## src/rtl/nand_pkg.sv

```systemverilog
// Shared definitions for the NAND page-read controller: command opcodes and
// the state encodings of the sequencer and of the per-byte latch engine.
package nand_pkg;

  localparam logic [7:0] NAND_CMD_READ1 = 8'h00;
  localparam logic [7:0] NAND_CMD_READ2 = 8'h30;

  typedef enum logic [3:0] {
    ST_IDLE,
    ST_CMD1,
    ST_ADDR,
    ST_CMD2,
    ST_WB,
    ST_WAIT_RB,
    ST_RD_LOW,
    ST_RD_HIGH,
    ST_DONE,
    ST_ERR
  } rd_state_t;

  typedef enum logic [1:0] {
    LT_IDLE,
    LT_LOW,
    LT_HIGH
  } lat_state_t;

endpackage

```

## src/rtl/nand_latch_cycle.sv

```systemverilog
// Drives one command or address latch on the NAND pins: CLE or ALE, IO and
// IO_OE are held for the whole latch while WEn is low tWP_CNT cycles and then
// high tWP_CNT cycles. i_start is accepted only when idle; o_done pulses for
// one cycle as the pins return to their idle levels.
module nand_latch_cycle
  import nand_pkg::*;
#(
  parameter int tWP_CNT = 2
) (
  input  logic       CLK,
  input  logic       RSTn,
  input  logic       i_start,
  input  logic       i_is_cmd,
  input  logic [7:0] i_byte,
  output logic       o_cle,
  output logic       o_ale,
  output logic       o_wen,
  output logic       o_oe,
  output logic [7:0] o_io,
  output logic       o_done
);

  localparam int CW = (tWP_CNT > 1) ? $clog2(tWP_CNT) : 1;
  localparam logic [CW-1:0] WP_LAST = CW'(tWP_CNT - 1);

  lat_state_t    r_state;
  logic [CW-1:0] r_cnt;
  logic          r_cle;
  logic          r_ale;
  logic          r_wen;
  logic          r_oe;
  logic [7:0]    r_io;
  logic          r_done;

  // Latch sequencer: WEn low half, WEn high half, then release the pins.
  always_ff @(posedge CLK) begin
    if (!RSTn) begin
      r_state <= LT_IDLE;
      r_cnt   <= '0;
      r_cle   <= 1'b0;
      r_ale   <= 1'b0;
      r_wen   <= 1'b1;
      r_oe    <= 1'b0;
      r_io    <= 8'h00;
      r_done  <= 1'b0;
    end else begin
      r_done <= 1'b0;
      case (r_state)
        LT_IDLE: begin
          if (i_start) begin
            r_cle   <= i_is_cmd;
            r_ale   <= ~i_is_cmd;
            r_io    <= i_byte;
            r_oe    <= 1'b1;
            r_wen   <= 1'b0;
            r_cnt   <= '0;
            r_state <= LT_LOW;
          end
        end
        LT_LOW: begin
          if (r_cnt == WP_LAST) begin
            r_wen   <= 1'b1;
            r_cnt   <= '0;
            r_state <= LT_HIGH;
          end else begin
            r_cnt <= r_cnt + CW'(1);
          end
        end
        LT_HIGH: begin
          if (r_cnt == WP_LAST) begin
            r_cle   <= 1'b0;
            r_ale   <= 1'b0;
            r_oe    <= 1'b0;
            r_io    <= 8'h00;
            r_done  <= 1'b1;
            r_state <= LT_IDLE;
          end else begin
            r_cnt <= r_cnt + CW'(1);
          end
        end
        default: r_state <= LT_IDLE;
      endcase
    end
  end

  assign o_cle  = r_cle;
  assign o_ale  = r_ale;
  assign o_wen  = r_wen;
  assign o_oe   = r_oe;
  assign o_io   = r_io;
  assign o_done = r_done;

endmodule

```

## src/rtl/nand_page_read_ctrl.sv

```systemverilog
// NAND page read sequencer: 00h, ADDR_CYCLES address bytes (LSB first), 30h,
// tWB wait, R/B# wait with timeout, then LEN read strobes with a one-deep
// output register that applies backpressure to the read strobes.
module nand_page_read_ctrl
  import nand_pkg::*;
#(
  parameter int ADDR_CYCLES = 5,
  parameter int tWP_CNT     = 2,
  parameter int tREA_CNT    = 2,
  parameter int tWB_CNT     = 4,
  parameter int TIMEOUT_CNT = 65535
) (
  input  logic        CLK,
  input  logic        RSTn,
  input  logic        Start,
  input  logic [63:0] ADDR,
  input  logic [15:0] LEN,
  output logic        Busy,
  output logic        Over,
  output logic        Err,
  output logic [7:0]  DOUT,
  output logic        DOUT_VALID,
  input  logic        DOUT_READY,
  output logic        CLE,
  output logic        ALE,
  output logic        WEn,
  output logic        REn,
  output logic [7:0]  IO_OUT,
  output logic        IO_OE,
  input  logic [7:0]  IO_IN,
  input  logic        RB
);

  localparam int TW = $clog2(TIMEOUT_CNT + 1);
  localparam logic [TW-1:0] TO_LAST   = TW'(TIMEOUT_CNT - 1);
  localparam logic [TW-1:0] TO_MAX    = TW'(TIMEOUT_CNT);
  localparam logic [15:0]   WB_LAST   = 16'(tWB_CNT - 1);
  localparam logic [15:0]   REA_LAST  = 16'(tREA_CNT - 1);
  localparam logic [2:0]    ADDR_LAST = 3'(ADDR_CYCLES - 1);

  rd_state_t     r_state;
  logic [63:0]   r_addr;
  logic [15:0]   r_left;
  logic [2:0]    r_aidx;
  logic [15:0]   r_dly;
  logic [TW-1:0] r_wait;
  logic          r_lat_start;
  logic          r_lat_cmd;
  logic [7:0]    r_lat_byte;
  logic          r_busy;
  logic          r_over;
  logic          r_err;
  logic          r_ren;
  logic [7:0]    r_dout;
  logic          r_dvalid;
  logic          w_lat_done;

  // The latch engine is the only driver of CLE/ALE/WEn/IO; outside a latch
  // it holds those pins at their idle levels.
  nand_latch_cycle #(
    .tWP_CNT (tWP_CNT)
  ) u_latch (
    .CLK      (CLK),
    .RSTn     (RSTn),
    .i_start  (r_lat_start),
    .i_is_cmd (r_lat_cmd),
    .i_byte   (r_lat_byte),
    .o_cle    (CLE),
    .o_ale    (ALE),
    .o_wen    (WEn),
    .o_oe     (IO_OE),
    .o_io     (IO_OUT),
    .o_done   (w_lat_done)
  );

  // Operation sequencer, wait/timeout counters, read strobe and output byte.
  always_ff @(posedge CLK) begin
    if (!RSTn) begin
      r_state     <= ST_IDLE;
      r_addr      <= '0;
      r_left      <= '0;
      r_aidx      <= '0;
      r_dly       <= '0;
      r_wait      <= '0;
      r_lat_start <= 1'b0;
      r_lat_cmd   <= 1'b0;
      r_lat_byte  <= 8'h00;
      r_busy      <= 1'b0;
      r_over      <= 1'b0;
      r_err       <= 1'b0;
      r_ren       <= 1'b1;
      r_dout      <= 8'h00;
      r_dvalid    <= 1'b0;
    end else begin
      r_lat_start <= 1'b0;
      r_over      <= 1'b0;
      r_err       <= 1'b0;
      // Consumer handshake; a capture later in this block takes priority.
      if (r_dvalid && DOUT_READY) r_dvalid <= 1'b0;
      case (r_state)
        ST_IDLE: begin
          if (Start) begin
            r_addr      <= ADDR;
            r_left      <= LEN;
            r_busy      <= 1'b1;
            r_lat_start <= 1'b1;
            r_lat_cmd   <= 1'b1;
            r_lat_byte  <= NAND_CMD_READ1;
            r_state     <= ST_CMD1;
          end
        end
        ST_CMD1: begin
          if (w_lat_done) begin
            r_lat_start <= 1'b1;
            r_lat_cmd   <= 1'b0;
            r_lat_byte  <= r_addr[7:0];
            r_addr      <= r_addr >> 8;
            r_aidx      <= '0;
            r_state     <= ST_ADDR;
          end
        end
        ST_ADDR: begin
          if (w_lat_done) begin
            r_lat_start <= 1'b1;
            if (r_aidx == ADDR_LAST) begin
              r_lat_cmd  <= 1'b1;
              r_lat_byte <= NAND_CMD_READ2;
              r_state    <= ST_CMD2;
            end else begin
              r_lat_byte <= r_addr[7:0];
              r_addr     <= r_addr >> 8;
              r_aidx     <= r_aidx + 3'd1;
            end
          end
        end
        ST_CMD2: begin
          if (w_lat_done) begin
            r_dly   <= '0;
            r_state <= ST_WB;
          end
        end
        ST_WB: begin
          // R/B# is not trustworthy until tWB has elapsed after 30h.
          if (r_dly == WB_LAST) begin
            r_wait  <= '0;
            r_state <= ST_WAIT_RB;
          end else begin
            r_dly <= r_dly + 16'd1;
          end
        end
        ST_WAIT_RB: begin
          if (RB) begin
            if (r_left != 16'd0) begin
              r_ren   <= 1'b0;
              r_dly   <= '0;
              r_state <= ST_RD_LOW;
            end else begin
              r_over  <= 1'b1;
              r_state <= ST_DONE;
            end
          end else if (r_wait == TO_LAST) begin
            r_over  <= 1'b1;
            r_err   <= 1'b1;
            r_state <= ST_ERR;
          end else if (r_wait != TO_MAX) begin
            r_wait <= r_wait + TW'(1);
          end
        end
        ST_RD_LOW: begin
          if (r_dly == REA_LAST) begin
            r_dout   <= IO_IN;
            r_dvalid <= 1'b1;
            r_ren    <= 1'b1;
            r_state  <= ST_RD_HIGH;
          end else begin
            r_dly <= r_dly + 16'd1;
          end
        end
        ST_RD_HIGH: begin
          // Only strobe again once the held byte is gone or leaving now.
          if (!r_dvalid || DOUT_READY) begin
            r_left <= r_left - 16'd1;
            if (r_left == 16'd1) begin
              r_over  <= 1'b1;
              r_state <= ST_DONE;
            end else begin
              r_ren   <= 1'b0;
              r_dly   <= '0;
              r_state <= ST_RD_LOW;
            end
          end
        end
        ST_DONE, ST_ERR: begin
          r_busy  <= 1'b0;
          r_state <= ST_IDLE;
        end
        default: r_state <= ST_IDLE;
      endcase
    end
  end

  assign Busy       = r_busy;
  assign Over       = r_over;
  assign Err        = r_err;
  assign REn        = r_ren;
  assign DOUT       = r_dout;
  assign DOUT_VALID = r_dvalid;

endmodule
```

## config.mk

```make
export PLATFORM = sky130hd
export DESIGN_NAME = nand_page_read_ctrl
export DESIGN_NICKNAME = d
export VERILOG_FILES = /design/src/rtl/nand_pkg.sv /design/src/rtl/nand_latch_cycle.sv /design/src/rtl/nand_page_read_ctrl.sv
export SDC_FILE = /design/constraint.sdc
export NUM_CORES = 1
export LEC_CHECK = 0
export ABC_CLOCK_PERIOD_IN_PS = 2300
export CORE_AREA = 2 2 127 129
export DETAILED_ROUTE_END_ITERATION = 7
export DIE_AREA = 0 0 129 131
export PLACE_DENSITY = 0.77
export SLEW_MARGIN = 15
export SYNTH_ARGS = -nofsm -noshare
export SYNTH_HDL_FRONTEND = slang
export SYNTH_SLANG_ARGS = --single-unit
```

## constraint.sdc

```tcl
create_clock -name CLK -period 2.3 [get_ports CLK]
set_input_delay 0.345 -clock CLK [delete_from_list [all_inputs] [get_ports CLK]]
set_output_delay 0.345 -clock CLK [all_outputs]
set_load 0.03 [all_outputs]
```

* Word-level counts from Yosys, hierarchy flattened
Cells that the tools add are included.
Word-level totals: register bits 158, input bits 93, output and inout bits 25, logic and storage cells 192
Cells by class: add/subtract/negate cells 5, equality and inequality tests 38, muxes and demuxes 88, bitwise gates (word level) 3, reduce and logical (&&, ||, !) cells 35
Operators by type and width (count):
- 64-bit 2-to-1 mux | 4
- 16-bit 2-to-1 mux | 13
- 64-bit case mux with 3 select lines | 1
- 16-bit case mux with 5 select lines | 1
- 16-bit case mux with 2 select lines | 2
- 4-bit 2-to-1 mux | 12
- 8-bit 2-to-1 mux | 6
- 16-bit by 1-bit adder with 16-bit output (second input constant) | 2
- 16-bit by 1-bit == test with 1-bit output (second input constant) | 2
- 4-bit case mux with 8 select lines | 1
- 2-bit inequality test (second input constant) | 15
- 1-bit 2-to-1 mux | 28
- 8-bit case mux with 3 select lines | 1
- 16-bit == test (second input constant) | 1
- 16-bit by 2-bit == test with 1-bit output (second input constant) | 1
- 4-bit by 3-bit == test with 1-bit output (second input constant) | 4
- 16-bit inequality test (second input constant) | 1
- 8-bit case mux with 2 select lines | 1
- 16-bit nonzero test | 1
- 16-bit by 1-bit subtractor with 16-bit output (second input constant) | 1
- 5-bit AND reduction | 3
- 1-bit case mux with 2 select lines | 7
- 3-bit AND reduction | 4
- 2-bit nonzero test | 6
- other kinds (30) | 51

* Longest topological paths before layout
depth in word-level cells 5, gate-level depth with buffers 9, depth with buffers taken out 8

* Modules after synthesis
Synthesis repeated with hierarchy kept, for this count alone.
Second synthesis, totals: cells, all modules 938, area total of the unflattened synthesis 7453.4 um^2
By module, submodules not included:
- nand_page_read_ctrl | times used 1, cells each 871, area each 6744.0 um^2, sequential area each 2842.7 um^2
- nand_latch_cycle | times used 1, cells each 67, area each 709.4 um^2, sequential area each 320.3 um^2

* Worst setup path before layout
OpenSTA, ideal clock, no wires.
path type reg2reg, start point reg r_left[8], end point reg r_dly[0], library setup time 0.117 ns, data arrival time 2.168 ns, data required time 2.183 ns, slack 0.015 ns, cell stages (with the launch flop) 8, buffers on the path 1, clock period less this slack 2.285 ns, cell sequence dfxtp_1 or4_4 or4b_4 o311ai_4 buf_6 nor2_2 xnor2_1 nor2_1
Between the ends: cells in the longest elaborated chain, start to end 3, elaborated cells between the ends (all ways) 5, those cells by class eq/ne (3); reduce/logical (2)
Ends and longest elaborated chain:
- start: declaration | RTL line nand_page_read_ctrl.sv:43 | logic [15:0] r_left;
- start signal: assignment | RTL line nand_page_read_ctrl.sv:182 | r_left <= r_left - 16'd1;
- 16-bit by 1-bit == test with 1-bit output or 16-bit nonzero test (tied branches) | RTL line nand_page_read_ctrl.sv:183, nand_page_read_ctrl.sv:153
- 2-bit inequality test (no source line)
- 8-bit AND reduction (no source line) (*)
- end signal: assignment | RTL line nand_page_read_ctrl.sv:148 | r_dly <= r_dly + 16'd1;
- end signal: assignment | RTL line nand_page_read_ctrl.sv:176 | r_dly <= r_dly + 16'd1;
- end: declaration | RTL line nand_page_read_ctrl.sv:45 | logic [15:0] r_dly;
Every way passes the cells marked *; elsewhere a longest branch is shown, timed or not. A chain may end at the register's enable or synchronous reset.

* Final worst setup path
start point reg r_left[9], end point reg r_dly[5]
The elaborated chain is that of the path after synthesis.

==> summary.txt <==
Worst setup path
  – Setup crit end kind: flip-flop
  – Kind of critical path: reg2reg
  – Crit path launch: r_left[9]
  – CP arrival: 2710 ps
  – CP Launch Type: flip-flop
  – Critical path peak fanout: 5
  – WP data required: approximately 2600 ps
  – Reg2reg start: r_left[9]

Power and ir drop
  – Leakage: between 3 and 4 nW
  – Pwr dens: between 1000 and 1500 mW/mm^2
  – PnR Total Power: 10.3 mW
  – Max VDD drop: roughly 0.94 mV

CTS
  – Clock Latency Late Sink: 430 ps
  – Clock root cell: clkbuf_16
  – Clk sinks: around 160
  – H-Tree Depth: 4
  – Clock-pin slew on the worst setup and hold paths: approximately 60 ps
  – CTS Hold Bufs: 0
  – TritonCTS clock tree: built
  – Cts bufs inserted: 17
  – Longest Clk Path Bufs: 2

Die
  – Core Region: ~0.016 mm^2
  – Die Ht: ~130 um
  – Initial cell density of the core: around half
  – Area of the die: 0.0169 mm^2
  – FP Rows: 46
  – I/O pin cnt: ~120
  – Die W: 129 um

STA
  – RSZ-0062 raised after global routing: yes
  – Relative slew margins: ~46%
  – Final Hold Fails: 0
  – Peak Freq: ~420 MHz
  – Minimum clock period: ~2400 ps
  – Setup ws final: -102 ps
  – Final setup violation count: 13
  – Max-slew violations: 0
  – Slew @ Worst Pin: 809 ps
  – Layout Skew: slightly below 10 ps
  – Final worst-path cycle share: 104%

Yosys
  – EDFF count, synth: 0
  – Syn avg cell area: roughly 8.0 um^2
  – Post-Syn Nets: roughly 1000
  – Synth cell types: slightly below 60
  – Synth area leaders: dfxtp_1 (42%), nand2_1 (8.4%), nor2_1 (6.6%), a311oi_1 (6.5%), nand3_1 (2.8%)
  – Ys flop type: dfxtp_1
  – Yosys top cell area share: a little over two fifths
  – Yosys reg bits: around 160
  – Post-Synthesis Cells: about 940
  – Sequential fraction of the synthesis area: a little over two fifths
  – Synth warn: 0
  – Ys async rst share: 0%
  – Mapped cell area: about 0.0075 mm^2
  – Area leader, netlist: dfxtp_1

Global route
  – Vias in the first global route: 6427
  – Overflow after GRT: 0
  – Gr usage total: about 23%
  – Initial antenna violation count: 0
  – First-pass GRT wire length: between 30000 and 40000 um
  – Largest net degree at the start of global routing: 60

Hold path
  – Hold Crit Class: in2reg
  – HP Start: RSTn

Finish
  – Area Overhead vs Synth: 32.5%
  – Most frequent cells in the layout: nand2_1 (167), dfxtp_1 (155), nor2_1 (129), clkdlybuf4s50_1 (116), a311oi_1 (56)
  – N_diodes: 0
  – Final nets: 1174
  – Leading cell type in the layout, fill and taps excluded: nand2_1
  – Final core occ: 63.7%
  – Layout cell share with drive strength beyond 1: 10.8%

Placed design
  – Dpl hpwl: roughly 13000 um
  – Post-Place Worst Slack: -76.1 ps
  – Port buffer count: between 100 and 150
  – GPL Wtd Cong: slightly above 0.8

Routing
  – Pre-antenna DRT Iters: 5
  – Drt first-iter violations: ~400
  – Vias: 7013
  – ANT nets after route: 0
  – Routed vias/inst: 5.42
  – Total Wirelength: 19000 um
  – WL/cell: 14.7 um
  – DRC: 0

Run
  – Max cap viols: 0

Outcome
  – Violated checks: negative setup slack
  – Status: finished, violations left
per-layer routing:
layer	track usage, %	vias to the layer above	routed length [um]
met5	0	-	0
met3	5.78	19	987
met1	29.1	3259	8450
met4	6.33	0	229
li1	-	3569	-
met2	37.8	166	9330
where the power goes:
part	total (mW)	leakage [nW]	internal, mW	switching, mW
Sequential	3.56	1.29	3.24	0.323
Clock	2.81	0.286	1.71	1.10
Combinational	3.94	2.09	1.59	2.35
synthesized netlist by cell type, types with 8 or more instances:
cell      count
nand4_1      10
o21ai_0      28
inv_1        17
nand3_1      42
a21boi_0     11
a311oi_1     56
nand2_1     168
nor3_1       10
ha_1         14
mux2i_1      12
xnor2_1      13
xor2_1       15
a22oi_1      12
nor2_1      131
clkbuf_1     54
a21oi_1      38
nor4_1       18
nor2b_1      22
dfxtp_1     158
and3_1       14
and2_1        8
worst max-delay path: stages, from the launching register on:
cell,delay (ps)
dfxtp_2,320
or4_4,530
or4b_4,540
o311ai_4,390
clkbuf_16,230
nor3_4,40
xnor2_1,190
nor2_1,50
flip-flops by register name, summed over array words and instances, names as in the netlist, 2 cells and up:
signal           count
u_latch.o_io         8
r_wait              16
u_latch.r_state      2
r_addr              64
r_left              16
r_aidx               3
DOUT                 8
r_lat_byte           8
r_state              4
r_dly               16
through the flow:
stage	std cells	instance area (um^2)	TNS, ps	hold slack [ps]
4_1_cts	1293	9800	-181	398
2_1_floorplan	939	7500	0	432
3_3_place_gp	1260	9190	-92.9	439
3_5_place_dp	1260	9190	-445	449
5_1_grt	1295	9940	-2140	446
6_report	1295	9940	-720	398
path summary, 6_finish.rpt:
path	endpoint	slack, ps	depth (start not counted)
worst max-delay path	r_dly[5]	-100	7
worst min-delay path	DOUT[0]	400	3
worst max register to register	r_dly[5]	-100	7
worst min register to register	r_addr[57]	460	2
kinds of logic after synthesis:
logic type | count (synthesis) | share of synthesized area (%)
and+or+nand+nor | 457 | 28.2
AOI/OAI and AO/OA | 186 | 17.8
DFF | 158 | 42.2
buffers and inverters | 82 | 4.30
xor gates and xnor gates | 28 | 3.27
muxes | 14 | 1.90
adders and majority gates | 14 | 2.34
cell type report:
class / instances / area [um^2]
fill: 1337 / 5660
timing repair buffer: 173 / 1710
sequential: 158 / 3170
tap: 216 / 270
clock buffer: 23 / 488
inverter: 17 / 63.8
multi-input combinational: 700 / 4130
clock inverter: 8 / 106
repair_timing:
item                       CTS  global route
gates resized for setup      2            20
buffers inserted             2             1
cloned                       0             2
setup endpoints to repair   17            25
hold endpoints to repair     0             0
pin swaps                    3            18
No activity file was read; power rests on OpenSTA's default activity.
==> patch (same flow settings) <==
`TIMEOUT_CNT`: 65535 -> 262140.
--- a/src/rtl/nand_page_read_ctrl.sv
+++ b/src/rtl/nand_page_read_ctrl.sv
@@ -10,3 +10,3 @@
   parameter int tWB_CNT     = 4,
-  parameter int TIMEOUT_CNT = 65535
+  parameter int TIMEOUT_CNT = 262140
 ) (
Formal check against the unedited RTL: same outputs for any inputs over 4 cycles, from zero or initial values and one cycle with RSTn low; that may be too few to reach the edited logic, so the function may still have changed.
==> patch against the unedited design <==
  * Synthesized area down 0.57%
  * Power is 1.5% higher
  * Worst hold slack improved by 0.055 ns
  * Design area decreased by 1.4%
  * Setup slack better by 0.20 ns
  * Combinational power shrank 3%
  * Sequential cell count rose by 2
  * Routed wire length shrank 1.6%
  * Critical path type unchanged
  * Critical endpoint is now Over$_SDFF_PN0_
  * Largest cell class unchanged
==> patch: results <==
[final_layout]
antenna_cells = 0
stdcell_count = 1292
fillers = 1321
drive_gt1_share_pct = 9.85
final_nets = 1171
reg.largest.list = r_addr: 64 flops, r_wait: 18 flops

[worst_setup_path]
cp.arrival_ns = 2.56
crit_path_top_delay_cell = or4_4
cpPeakStageDelay_ns = 0.53
crit_fanout = 5

[power_and_ir_drop]
ir_worst_vdd_mv = 0.637
p_leak_nw = 3.69
p_per_area_mw_per_mm2 = 1070

[cts]
numCtsBuffers = 17
cts_root_buf = clkbuf_16
cts-htree-levels = 4
worstSkewPairLatency_ns = 0.43
clkSlewWorstSetupHoldPaths_ns = 0.06

[place]
io_buffers = 117
globalplace.congestion = 0.848
dp_hpwl_um = 13000
pre_cts_ws_ns = 0.0448
post_dp_cell_area_sq_mm = 0.00916

[synthesis]
yosysUniqueCellTypes = 60
synth_xor_xnor_area_share_pct = 3.29
syn_inst = 940
yosysWarnings = 0
netlist_top_cells_count = nand2_1 (167), dfxtp_1 (160), nor2_1 (148)
synth_compound_area_share_pct = 18.1
synth_seq_area_share_pct = 43.0
syn_nets = 1047
synth_fa_ha_area_share_pct = 2.35
muxShareOfSynthArea_pct = 2.05
async_reset_ff_share_pct = 0
synth_area_leaders = dfxtp_1 (43%), nand2_1 (8.4%), nor2_1 (7.5%), a311oi_1 (6.7%), a21oi_1 (3.3%)

[outcome]
status = complete, no violations

[drt]
vias = 7094
wl_per_cell_um = 14.5
drt-initial-drc-count = 579
dr.pass1.iters = 5

[global_route]
grt_pass1_vias = 6530
antenna_found_initial = 0
grtUsageMet3_pct = 4.72
use_met1_pct = 29.0
grtUsageMet2_pct = 36.7
grt_max_degree = 68
grt_pass1_wl_um = 30400
track_usage_pct = 22.2

[min_path]
holdCritPathClass = flip-flop to flip-flop

[sta]
max_slew_margin_pct = 59.6
fin_skew_ns = 0.00731
## patch: final cells by class
cell class / instances / area share (%)
clock buffers: 22 / 4.64
clock inverters: 9 / 1.61
inverters: 20 / 0.779
multi-input cells: 693 / 40.3
flip-flops and latches: 160 / 32.7
well taps: 216 / 2.76
repair buffers: 172 / 17.2
## patch: path summary, 6_finish.rpt
| check | start | end | cells past startpoint | slack, ns |
|---|---|---|---|---|
| worst max-delay path | r_wait[9]$_SDFFE_PN0P_ | Over$_SDFF_PN0_ | 6 | 0.09 |
| worst min-delay path | r_lat_byte[6]$_SDFFE_PN0P_ | r_lat_byte[6]$_SDFFE_PN0P_ | 2 | 0.45 |
| worst max register to register | r_wait[9]$_SDFFE_PN0P_ | Over$_SDFF_PN0_ | 6 | 0.09 |
| worst min register to register | r_lat_byte[6]$_SDFFE_PN0P_ | r_lat_byte[6]$_SDFFE_PN0P_ | 2 | 0.45 |
## patch: per-layer routing
| layer | share of wire, % | vias to the layer above |
|---|---|---|
| li1 | - | 3570 |
| met1 | 45 | 3283 |
| met2 | 48 | 212 |
| met3 | 5.5 | 29 |
| met4 | 1.6 | 0 |
| met5 | 0 | - |
## patch: worst max-delay path, delay by kind of cell (launching register included)
family                 cells  cell delay, ns
AND/OR/NAND/NOR            4            1.19
flip-flops                 1            0.39
buffers and inverters      1            0.19
AO/OA/AOI/OAI              1            0.36
## patch: where the power goes
part           switching, mW  leakage [nW]  internal [mW]  total, mW
clock network           1.10         0.291           1.84       2.95
registers              0.385          1.31           3.31       3.70
logic                   2.34          2.09           1.48       3.82
total                   3.84          3.69           6.63       10.5
## patch: what timing repair did
| action | in CTS | in global routing |
|---|---|---|
| resized for setup | 0 | 8 |
| endpoints found under the setup margin | 0 | 23 |
| setup buffers | 0 | 1 |
